==> src/rtl/pipe_adder_n.sv <==
// Pipelined ripple-carry add/subtract: WIDTH bits resolved SEG bits per stage,
// valid/ready handshake with whole-pipe stall, signed overflow on the last stage.
`timescale 1ns/1ps

module pipe_adder_n_seg #(
    parameter int SEG = 4
) (
    input  logic [SEG-1:0] a,
    input  logic [SEG-1:0] b,
    input  logic           ci,
    output logic [SEG-1:0] s,
    output logic           co,
    output logic           cm
);
    logic [SEG:0] c;

    always_comb begin
        s    = '0;
        c    = '0;
        c[0] = ci;
        for (int i = 0; i < SEG; i++) begin
            s[i]   = a[i] ^ b[i] ^ c[i];
            c[i+1] = (a[i] & b[i]) | (c[i] & (a[i] ^ b[i]));
        end
    end

    assign co = c[SEG];
    assign cm = c[SEG-1];
endmodule

module pipe_adder_n #(
    parameter int WIDTH = 16,
    parameter int SEG   = 4
) (
    input  logic             clk,
    input  logic             rst_n,
    input  logic             in_valid,
    output logic             in_ready,
    input  logic [WIDTH-1:0] a,
    input  logic [WIDTH-1:0] b,
    input  logic             cin,
    input  logic             sub,
    output logic             out_valid,
    input  logic             out_ready,
    output logic [WIDTH-1:0] sum,
    output logic             cout,
    output logic             ovf
);
    localparam int STAGES = WIDTH / SEG;

    logic              adv;
    logic [STAGES-1:0] vld_q;
    logic [STAGES:0]   vld_pipe;

    // Operands are kept right-aligned: each stage consumes the low SEG bits
    // and shifts the unprocessed upper segments down for the next stage.
    logic [WIDTH-1:0] ain   [STAGES];
    logic [WIDTH-1:0] bin   [STAGES];
    logic [WIDTH-1:0] sin   [STAGES];
    logic             cyin  [STAGES];
    logic [WIDTH-1:0] opa_q [STAGES];
    logic [WIDTH-1:0] opb_q [STAGES];
    logic [WIDTH-1:0] sacc_q[STAGES];
    logic             cy_q  [STAGES];
    logic [SEG-1:0]   seg_s [STAGES];
    logic             seg_c [STAGES];
    logic             seg_m [STAGES];
    logic             ovf_q;

    assign vld_pipe  = {vld_q, in_valid};
    assign out_valid = vld_pipe[STAGES];
    assign adv       = !out_valid || out_ready;
    assign in_ready  = adv;

    always_comb begin
        ain[0]  = a;
        bin[0]  = sub ? ~b : b;
        sin[0]  = '0;
        cyin[0] = sub | cin;
        for (int k = 1; k < STAGES; k++) begin
            ain[k]  = opa_q[k-1];
            bin[k]  = opb_q[k-1];
            sin[k]  = sacc_q[k-1];
            cyin[k] = cy_q[k-1];
        end
    end

    for (genvar g = 0; g < STAGES; g++) begin : g_seg
        pipe_adder_n_seg #(.SEG(SEG)) u_seg (
            .a  (ain[g][SEG-1:0]),
            .b  (bin[g][SEG-1:0]),
            .ci (cyin[g]),
            .s  (seg_s[g]),
            .co (seg_c[g]),
            .cm (seg_m[g])
        );
    end

    always_ff @(posedge clk or negedge rst_n) begin
        if (!rst_n) begin
            vld_q <= '0;
            ovf_q <= 1'b0;
            for (int k = 0; k < STAGES; k++) begin
                opa_q[k]  <= '0;
                opb_q[k]  <= '0;
                sacc_q[k] <= '0;
                cy_q[k]   <= 1'b0;
            end
        end else if (adv) begin
            vld_q <= vld_pipe[STAGES-1:0];
            // Data only loads behind a valid beat, so bubbles never disturb
            // the held result and idle X operands never enter the pipe.
            for (int k = 0; k < STAGES; k++) begin
                if (vld_pipe[k]) begin
                    opa_q[k]  <= ain[k] >> SEG;
                    opb_q[k]  <= bin[k] >> SEG;
                    sacc_q[k] <= sin[k] | (WIDTH'(seg_s[k]) << (k * SEG));
                    cy_q[k]   <= seg_c[k];
                end
            end
            if (vld_pipe[STAGES-1])
                ovf_q <= seg_m[STAGES-1] ^ seg_c[STAGES-1];
        end
    end

    assign sum  = sacc_q[STAGES-1];
    assign cout = cy_q[STAGES-1];
    assign ovf  = ovf_q;
endmodule
==> config.mk <==
export PLATFORM = sky130hd
export DESIGN_NAME = pipe_adder_n
export DESIGN_NICKNAME = d
export VERILOG_FILES = /design/src/rtl/pipe_adder_n.sv
export SDC_FILE = /design/constraint.sdc
export NUM_CORES = 1
export LEC_CHECK = 0
export BUFFER_PORTS_ARGS = -buffer_cell sky130_fd_sc_hd__buf_2
export CORE_MARGIN = 3
export CORE_UTILIZATION = 46
export CTS_BUF_LIST = sky130_fd_sc_hd__clkbuf_8
export CTS_CLUSTER_SIZE = 8
export DETAILED_ROUTE_END_ITERATION = 8
export PLACE_DENSITY_LB_ADDON = 0.2
export SYNTH_ARGS = -nofsm -noshare
export SYNTH_HDL_FRONTEND = slang
export SYNTH_SLANG_ARGS = --single-unit
==> constraint.sdc <==
create_clock -name clk -period 2.2 [get_ports clk]
set_input_delay 0.44 -clock clk [delete_from_list [all_inputs] [get_ports clk]]
set_output_delay 0.44 -clock clk [all_outputs]
set_load 0.005 [all_outputs]
==> results of run 1 <==
[through the flow]
stage | utilization (%) | setup WS (ns) | cells | instance area (um^2) | power (W)
floorplan | - | -0.413 | 318 | 4420 | 0.00500
global placement | 52.3 | -0.340 | 480 | 4700 | 0.00551
detailed placement | 52.3 | -0.384 | 480 | 4700 | 0.00566
CTS | 54.3 | 0.00615 | 494 | 4870 | 0.00669
global route | 54.6 | -0.0191 | 496 | 4900 | 0.00717
finish | 54.6 | 0.0778 | 496 | 4900 | 0.00662
[logic make-up (layout without fill, tap and decap cells)]
kind of cell             Yosys count  count (layout)
AO/OA/AOI/OAI                     27              27
XOR/XNOR                          17              17
adder cells (fa/ha/maj)           16              16
buffers and inverters             70             122
flip-flops                        97              97
multiplexers                      79              79
AND/OR/NAND/NOR                   12              12
[critical path, cell delays in order (launching register included)]
cell	delay, ns
dfrtp_1	0.41
fa_2	0.39
inv_2	0.06
fa_2	0.19
inv_2	0.04
fa_2	0.34
inv_2	0.06
fa_2	0.20
xnor2_1	0.06
mux2_2	0.25
[flip-flops by register name, indices dropped and copies added (netlist names)]
signal,flops
bin,24
sum,16
ain,24
ovf,1
cy_q,3
sacc_q,24
vld_q,4
cout,1
[synth_stat cells]
| master | n |
|---|---|
| nor2_1 | 1 |
| nand2_2 | 2 |
| dfrtp_1 | 97 |
| mux2i_1 | 11 |
| inv_1 | 40 |
| fa_1 | 16 |
| o21ai_0 | 7 |
| and2_4 | 1 |
| buf_4 | 18 |
| buf_2 | 6 |
| mux2_2 | 63 |
| nand2_1 | 3 |
| nand2b_4 | 1 |
| clkbuf_1 | 2 |
| buf_6 | 4 |
| mux2_4 | 5 |
| a21oi_1 | 20 |
| xor2_1 | 4 |
| nand3_1 | 4 |
| xnor2_1 | 13 |
[where the power goes]
group / total [W] / switching [W] / leakage (nW) / internal (W)
Combinational: 0.00258 / 0.00110 / 1.10 / 0.00148
Clock: 0.000983 / 0.000559 / 0.0868 / 0.000424
Sequential: 0.00306 / 0.000448 / 1.12 / 0.00261
Total: 0.00662 / 0.00211 / 2.31 / 0.00452
[final cells by class]
cell class | count | area (um^2)
multi-input cells | 151 | 1620
well taps | 126 | 158
flip-flops and latches | 97 | 2430
clock inverters | 4 | 23.8
clock buffers | 10 | 138
repair buffers | 68 | 389
inverters | 40 | 150
fillers | 786 | 4080
[routing by layer]
metal	up-vias	GRT usage, %
met1	1190	21.7
met3	11	2.82
met2	49	21.0
met5	-	0
met4	0	6.27
li1	1111	-
[final timing paths]
path | depth (start not counted) | startpoint | endpoint
max reg2reg | 9 | ain[0]$_DFFE_PN0P_ | ovf$_DFFE_PN0P_
max in group asynchronous | 2 | rst_n | vld_q[1]$_DFFE_PN0N_
min in group clk | 2 | a[10] | ain[38]$_DFFE_PN0P_
max | 9 | ain[0]$_DFFE_PN0P_ | ovf$_DFFE_PN0P_
min reg2reg | 2 | vld_q[2]$_DFFE_PN0N_ | vld_q[3]$_DFFE_PN0N_
min | 1 | rst_n | ain[37]$_DFFE_PN0P_
[cell usage in the layout (no fill, tap or decap), types with 10 or more instances in the layout]
cell and count:
buf_2 55, inv_1 36, xnor2_1 12, mux2i_1 11
dfrtp_1 97, mux2_2 63, clkbuf_8 10, fa_2 11
buf_4 11, a21oi_1 20
[repair_timing]
item / in CTS / in global routing
buffers inserted: 0 / 2
resized for setup: 6 / 8
setup endpoints to repair: 3 / 5
pin swaps: 1 / 3
==> impl_metrics.json, run 1 <==
{
  "status": "finished, final reports clean",
  "fmax_ghz": 0.471,
  "antenna_found_initial": 0,
  "synth_seq_area_share_pct": 55.6,
  "wl_met3_um": 303,
  "num-nets-final": 421,
  "cts_root_buf": "clkbuf_8",
  "drtAntennaViolNets": 0,
  "finalHoldViolCount": 0,
  "relSlewSlack_pct": 65.0,
  "ys_seq_elements": 97,
  "syn_inst": 318,
  "rows": 34,
  "rsz0062_at_grt": "yes",
  "postCtsHoldBufs": 0,
  "vias_per_cell": 4.76,
  "core_area_um2": 8980,
  "cts_made_buffers": 9,
  "cts_tree": "built",
  "drtPass1Iterations": 4,
  "wl_met1_um": 3460,
  "hp-class": "in -> async",
  "synth-compound-area-share_pct": 3.10,
  "rrSetupSlack_ns": 0.08,
  "crit_fanout": 2,
  "setup_viol_count_final": 0,
  "clockBufferDepth": 2,
  "yosys_warnings": 0,
  "path_clk_slew_ns": 0.09,
  "cts_sinks": 97,
  "grt_pass1_vias": 2398,
  "setup_tns_ns": 0,
  "worstPathRequired_ns": 2.43,
  "syn_nets": 372,
  "power.leakage_nw": 2.31,
  "fp.dieH_um": 103,
  "synthesis.area_um2": 4360,
  "vias": 2361,
  "insertion_delay_ns": 0.35,
  "n_antenna_cell": 0,
  "synth.mux.area_fraction_pct": 20.5,
  "finalCritPeriodShare_pct": 96.5,
  "die_area_um2": 10700,
  "hpwlAfterDp_um": 5140,
  "yosys.area.top_type_share_pct": 55.6,
  "drt-wirelength-per-cell_um": 14.4,
  "die_w_um": 103,
  "start_util_pct": 48.6,
  "period_minus_slack_ns": 2.12,
  "yosys.area.top_type": "dfrtp_1",
  "drc_errors": 0,
  "port_buffers": 57,
  "h-tree-depth": 3,
  "drive_above_1_share_pct": 45.9,
  "critical_path.endpoint_type": "flop",
  "tightestPinTransition_ns": 0.524,
  "power.density_nw_per_um2": 1350,
  "synth_xor_area_share_pct": 3.41,
  "path_class": "reg -> reg",
  "clock_skew_ns": 0.0117,
  "hold_ws_ns": 0.0543,
  "grt_pass1_wl_um": 11800,
  "critical_path_arrival_ns": 2.36,
  "drtIter0Drc": 60,
  "synthSimpleGateAreaFrac_pct": 1.61,
  "grt.total_usage_pct": 14.6,
  "grt-ovfl-total": 0,
  "max_cap_violations": 0,
  "ys_types": 20,
  "synth_top_cells_by_area": "dfrtp_1 (56%), mux2_2 (16%), fa_1 (7.3%)",
  "syn_avg_cell_area_um2": 13.7,
  "finalWeightedCongestion": 0.748,
  "synthAdderAreaFrac_pct": 7.34,
  "ir_drop_mv": 0.568,
  "ios": 58,
  "dr.max_layer_used": "met4",
  "wirelength_um": 7140,
  "grt_max_degree": 45,
  "synth_top_family_by_area": "multiplexers",
  "wl_met2_um": 3240,
  "finalMaxSlewViolations": 0,
  "area_growth_pct": 12.3,
  "cp-start-kind": "flop"
}
Power figures use the tool's default switching activity.
==> run 2, diff against run 1 <==
- CAP_MARGIN: unset -> 20
- SETUP_SLACK_MARGIN: unset -> 0.5
==> run 2 against run 1 <==
Effect of this change: final area increased by 1.1%; via count about the same; fmax decreased by 0.25%; register-to-register slack about the same; critical path depth unchanged; hold slack got worse by 0.0014 ns; critical path type unchanged; critical endpoint unchanged; highest routed layer unchanged.
==> impl_metrics.json, run 2 (same netlist as run 1, synthesis figures left out) <==
{
  "most-common-layout-cells": "dfrtp_1 (97), mux2_2 (61), buf_2 (54), inv_1 (28), a21oi_1 (20)",
  "rrSetupSlack_ns": 0.07,
  "ir_drop_mv": 0.460,
  "insertion_delay_ns": 0.36,
  "status": "finished, final reports clean",
  "critical_path.endpoint_type": "flop",
  "hp-class": "in -> async",
  "finalMaxSlewViolations": 0,
  "rsz0062_at_grt": "yes",
  "path_clk_slew_ns": 0.09,
  "drtIter0Drc": 51,
  "dp_slack_ns": -0.391,
  "placed_cells": 479,
  "grt_max_degree": 42,
  "port_buffers": 57,
  "finalWeightedCongestion": 0.726,
  "clockBufferDepth": 2,
  "hpwlAfterDp_um": 5040,
  "cp_slowest_cell": "dfrtp_1",
  "drc_errors": 0,
  "drtPass1Iterations": 4,
  "n_antenna_cell": 0,
  "r2r-start": "ain[0]$_DFFE_PN0P_",
  "power.leakage_nw": 2.31,
  "grt.total_usage_pct": 14.4,
  "ios": 58,
  "grt-ovfl-total": 0,
  "drt-wirelength-per-cell_um": 14.6,
  "cp-start-kind": "flop",
  "tightestPinTransition_ns": 0.515,
  "grt_pass1_vias": 2367,
  "hold_ws_ns": 0.0529,
  "drtAntennaViolNets": 0,
  "num-nets-final": 421,
  "fp.dieH_um": 103,
  "cts_root_buf": "clkbuf_8",
  "antenna_found_initial": 0,
  "reg2regPathDepth": 9,
  "crit_path_frequent_cell": "fa_2",
  "clock_skew_ns": 0.0102,
  "cts_made_buffers": 9,
  "core_area_um2": 8980,
  "period_minus_slack_ns": 2.13,
  "finalNonFillerCells": 497,
  "critical_path_arrival_ns": 2.37,
  "grt_pass1_wl_um": 11700,
  "final_common_cell": "dfrtp_1",
  "setup_ws_ns": 0.0725,
  "wirelength_um": 7260,
  "finalHoldViolCount": 0,
  "cp_slowest_stage_delay_ns": 0.41,
  "relSlewSlack_pct": 65.7,
  "path_class": "reg -> reg",
  "start_util_pct": 48.6,
  "crit_fanout": 2,
  "h-tree-depth": 3,
  "postCtsHoldBufs": 0,
  "setup_viol_count_final": 0,
  "worstPathRequired_ns": 2.44,
  "path_cells": "fa_2 -> inv_2 -> fa_2 -> inv_2 -> fa_2 -> inv_2 -> fa_2 -> xnor2_1 -> mux2_2",
  "vias": 2359,
  "die_area_um2": 10700,
  "die_w_um": 103,
  "area_growth_pct": 13.5,
  "finalCritPeriodShare_pct": 96.7,
  "cts_sinks": 97,
  "rows": 34,
  "regToRegEndpoint": "ovf$_DFFE_PN0P_",
  "fmax_ghz": 0.470,
  "vias_per_cell": 4.75,
  "power.density_nw_per_um2": 1350,
  "max_cap_violations": 0,
  "cts_tree": "built",
  "drive_above_1_share_pct": 49.9
}
## run 2: cell count changes in the layout (fill, tap and decap cells not counted), sizes merged
cell | previous run | this run
nand2b | 1 | 2
clkinv | 1 | 3
buf | 68 | 67
clkbuf | 10 | 9
## run 2: repair_timing
| item | in CTS | in global routing |
|---|---|---|
| endpoints found under the setup margin | 13 | 14 |
| gates cloned | 0 | 1 |
| setup buffers | 1 | 1 |
| gates resized for setup | 18 | 10 |
| pin swaps | 5 | 2 |
## run 2: routing by layer
metal / vias up / part of all wire (%) / track usage [%] / wire [um]
met5: - / 0 / 0 / 0
li1: 1115 / - / - / -
met2: 61 / 43 / 19.9 / 3160
met4: 0 / 1.3 / 5.68 / 95
met1: 1174 / 50 / 21.7 / 3590
met3: 9 / 5.7 / 3.96 / 413
## run 2: per-stage QoR
| stage | power (W) | util, % | setup TNS [ns] | area [um^2] |
|---|---|---|---|---|
| 3_3_place_gp | 0.00551 | 52.4 | -0.543 | 4700 |
| 4_1_cts | 0.00675 | 54.7 | 0 | 4910 |
| 2_1_floorplan | 0.00502 | - | -0.684 | 4430 |
| 6_report | 0.00671 | 55.2 | 0 | 4950 |
| 3_5_place_dp | 0.00563 | 52.4 | -0.645 | 4700 |
| 5_1_grt | 0.00726 | 55.2 | -0.00568 | 4950 |
## run 2: worst max-delay path by stage
stage | startpoint | end | slack [ns]
global route | ain[0]$_DFFE_PN0P_ | ovf$_DFFE_PN0P_ | -0.005
detailed placement | sub | sacc_q[51]$_DFFE_PN0P_ | -0.39
floorplan | sub | sacc_q[51]$_DFFE_PN0P_ | -0.41
finish | ain[0]$_DFFE_PN0P_ | ovf$_DFFE_PN0P_ | 0.07
CTS | sub | sacc_q[51]$_DFFE_PN0P_ | 0.06
global placement | sub | sacc_q[51]$_DFFE_PN0P_ | -0.34
## run 2: critical path: cells and delay by family, from the launching register on
kind / cells / cell delay (ns)
xor+xnor: 1 / 0.07
flops: 1 / 0.41
mux: 1 / 0.25
fa+ha+maj: 4 / 1.12
buf+inv: 3 / 0.16
## run 2: cell type report
cell class              instances  area [um^2]
repair buffers                 67          400
inverters                      40          150
multi-input cells             152         1650
clock buffers                   9          124
flip-flops and latches         97         2430
clock inverters                 6         43.8
fillers                       780         4020
well taps                     126          158
## run 2: power by group
part           internal (W)  switching [W]
clock              0.000411       0.000613
combinational       0.00149        0.00112
sequential          0.00261       0.000455
total               0.00452        0.00219
==> run 3, diff against run 2 <==
==> constraint.sdc (replaced) <==
create_clock -name clk -period 2.2 [get_ports clk]
set_input_delay 0.11 -clock clk [delete_from_list [all_inputs] [get_ports clk]]
set_output_delay 0.11 -clock clk [all_outputs]
set_load 0.005 [all_outputs]
==> run 3 against run 2 <==
Effect of this change: combinational power shrank 2%; via count up 0.59%; fmax is 0.56% higher; critical path depth unchanged; hold slack worse by 0.017 ns.
==> impl_metrics.json, run 3 (same netlist as run 1, synthesis figures left out) <==
{
  "path_clk_slew_ns": 0.09,
  "placed_cells": 476,
  "rrSetupSlack_ns": 0.08,
  "drtPass1Iterations": 4,
  "start_util_pct": 48.6,
  "dp_slack_ns": -0.0587,
  "cts_tree": "built",
  "hp-class": "in -> reg",
  "fp.dieH_um": 103,
  "grt_pass1_vias": 2404,
  "period_minus_slack_ns": 2.12,
  "regToRegEndpoint": "ovf$_DFFE_PN0P_",
  "clock_skew_ns": 0.0105,
  "max_cap_violations": 0,
  "rsz0062_at_grt": "yes",
  "finalPower_w": 0.00709,
  "hpwlAfterDp_um": 4770,
  "critical_path.endpoint_type": "flop",
  "tightestPinTransition_ns": 0.482,
  "worstPathRequired_ns": 2.44,
  "finalMaxSlewViolations": 0,
  "drive_above_1_share_pct": 47.6,
  "relSlewSlack_pct": 67.8,
  "status": "finished, final reports clean",
  "grt-ovfl-total": 0,
  "path_class": "reg -> reg",
  "min_to": "bin[37]$_DFFE_PN0P_",
  "p_comb_share_pct": 36.3,
  "p_sw_share_pct": 30.0,
  "clockBufferDepth": 2,
  "finalHoldViolCount": 0,
  "r2r-start": "bin[0]$_DFFE_PN0P_",
  "crit_fanout": 2,
  "grt_max_degree": 63,
  "reg2regPathDepth": 9,
  "n_antenna_cell": 0,
  "num-nets-final": 433,
  "vias_per_cell": 4.67,
  "grt.total_usage_pct": 14.7,
  "cp-start-kind": "flop",
  "final_core_util_pct": 57.5,
  "port_buffers": 57,
  "die_area_um2": 10700,
  "ir_drop_mv": 0.477,
  "grt_pass1_wl_um": 12000,
  "power.density_nw_per_um2": 1370,
  "die_w_um": 103,
  "power_switching_w": 0.00213,
  "cts_sinks": 97,
  "wirelength_um": 7120,
  "cts_made_buffers": 9,
  "core_area_um2": 8980,
  "internal_power_w": 0.00497,
  "setup_ws_ns": 0.0844,
  "rows": 34,
  "most-common-layout-cells": "dfrtp_1 (97), mux2_2 (60), buf_2 (54), inv_1 (28), a21oi_1 (20)",
  "finalNonFillerCells": 508,
  "cts_root_buf": "clkbuf_8",
  "critical_path_arrival_ns": 2.36,
  "area_growth_pct": 18.2,
  "drtAntennaViolNets": 0,
  "drt-wirelength-per-cell_um": 14.0,
  "drc_errors": 0,
  "hold_depth": 3,
  "finalCritPeriodShare_pct": 96.2,
  "antenna_found_initial": 0,
  "hold_ws_ns": 0.0357,
  "insertion_delay_ns": 0.35,
  "min-delay-start": "b[9]",
  "vias": 2373,
  "finalWeightedCongestion": 0.707,
  "final_common_cell": "dfrtp_1",
  "drtIter0Drc": 89,
  "power.leakage_nw": 2.40,
  "setup_viol_count_final": 0,
  "ios": 58,
  "pwr-share-clk_pct": 20.5,
  "fmax_ghz": 0.473,
  "pwr-share-seq_pct": 43.2,
  "h-tree-depth": 3
}
-- run 3: cell count changes in the layout (fill, tap and decap cells not counted), sizes merged --
cell | before | now
bufinv | 0 | 4
inv | 42 | 41
clkinv | 3 | 0
clkinvlp | 1 | 0
nand2b | 2 | 1
and2 | 1 | 2
dlygate4sd3 | 0 | 13
buf | 67 | 66
-- run 3: timing repair --
item                                    CTS  global route
hold buffers                             13             0
setup buffers                             1             3
endpoints found under the setup margin   12            36
pin swaps                                 6             4
cloned                                    0             1
hold endpoints to repair                 47             0
gates resized for setup                  18             9
-- run 3: power groups by stage --
stage | sequential (W) | clock [W] | combinational (W)
3_3_place_gp | 0.00309 | 0 | 0.00235
4_1_cts | 0.00307 | 0.00148 | 0.00257
5_1_grt | 0.00318 | 0.00156 | 0.00295
3_5_place_dp | 0.00311 | 0 | 0.00242
2_1_floorplan | 0.00296 | 0 | 0.00206
6_report | 0.00307 | 0.00145 | 0.00257
-- run 3: critical path: stages (launching register included) --
cell and delay [ns]:
dfrtp_1 0.41, fa_2 0.40, inv_2 0.06, fa_2 0.18
inv_2 0.04, fa_2 0.34, inv_2 0.06, fa_2 0.20
xnor2_1 0.06, mux2_2 0.25
-- run 3: how the worst max path moves through the flow --
stage                         from                endpoint  slack (ns)  cells past startpoint
6_report        bin[0]$_DFFE_PN0P_         ovf$_DFFE_PN0P_        0.08                      9
5_1_grt        ain[16]$_DFFE_PN0P_  sacc_q[27]$_DFFE_PN0P_      -0.007                      8
4_1_cts         ain[0]$_DFFE_PN0P_     sum[15]$_DFFE_PN0P_        0.03                      8
3_5_place_dp                   sub  sacc_q[51]$_DFFE_PN0P_       -0.06                     10
3_3_place_gp                   sub  sacc_q[51]$_DFFE_PN0P_     -0.0005                     10
2_1_floorplan                  sub  sacc_q[51]$_DFFE_PN0P_       -0.08                     11
-- run 3: metal layers --
| metal | routed length [um] | part of all wire (%) | global-route usage [%] | vias to the layer above |
|---|---|---|---|---|
| li1 | - | - | - | 1142 |
| met2 | 2990 | 42 | 19.8 | 45 |
| met1 | 3720 | 52 | 23.3 | 1178 |
| met4 | 102 | 1.4 | 5.98 | 0 |
| met5 | 0 | 0 | 0 | - |
| met3 | 315 | 4.4 | 2.41 | 8 |
-- run 3: final cells by class --
type / count / area [um^2]
clock buffer: 9 / 124
multi-input combinational: 152 / 1650
fill: 739 / 3820
tap: 126 / 158
inverter: 40 / 150
clock inverter: 5 / 129
timing repair buffer: 79 / 519
sequential: 97 / 2430
-- run 3: through the flow --
step	setup TNS [ns]	cell area (um^2)
after global routing	-0.0122	5160
after global placement	-0.000474	4680
final	0	5160
after CTS	0	5100
after floorplan	-0.0792	4430
after detailed placement	-0.0587	4680
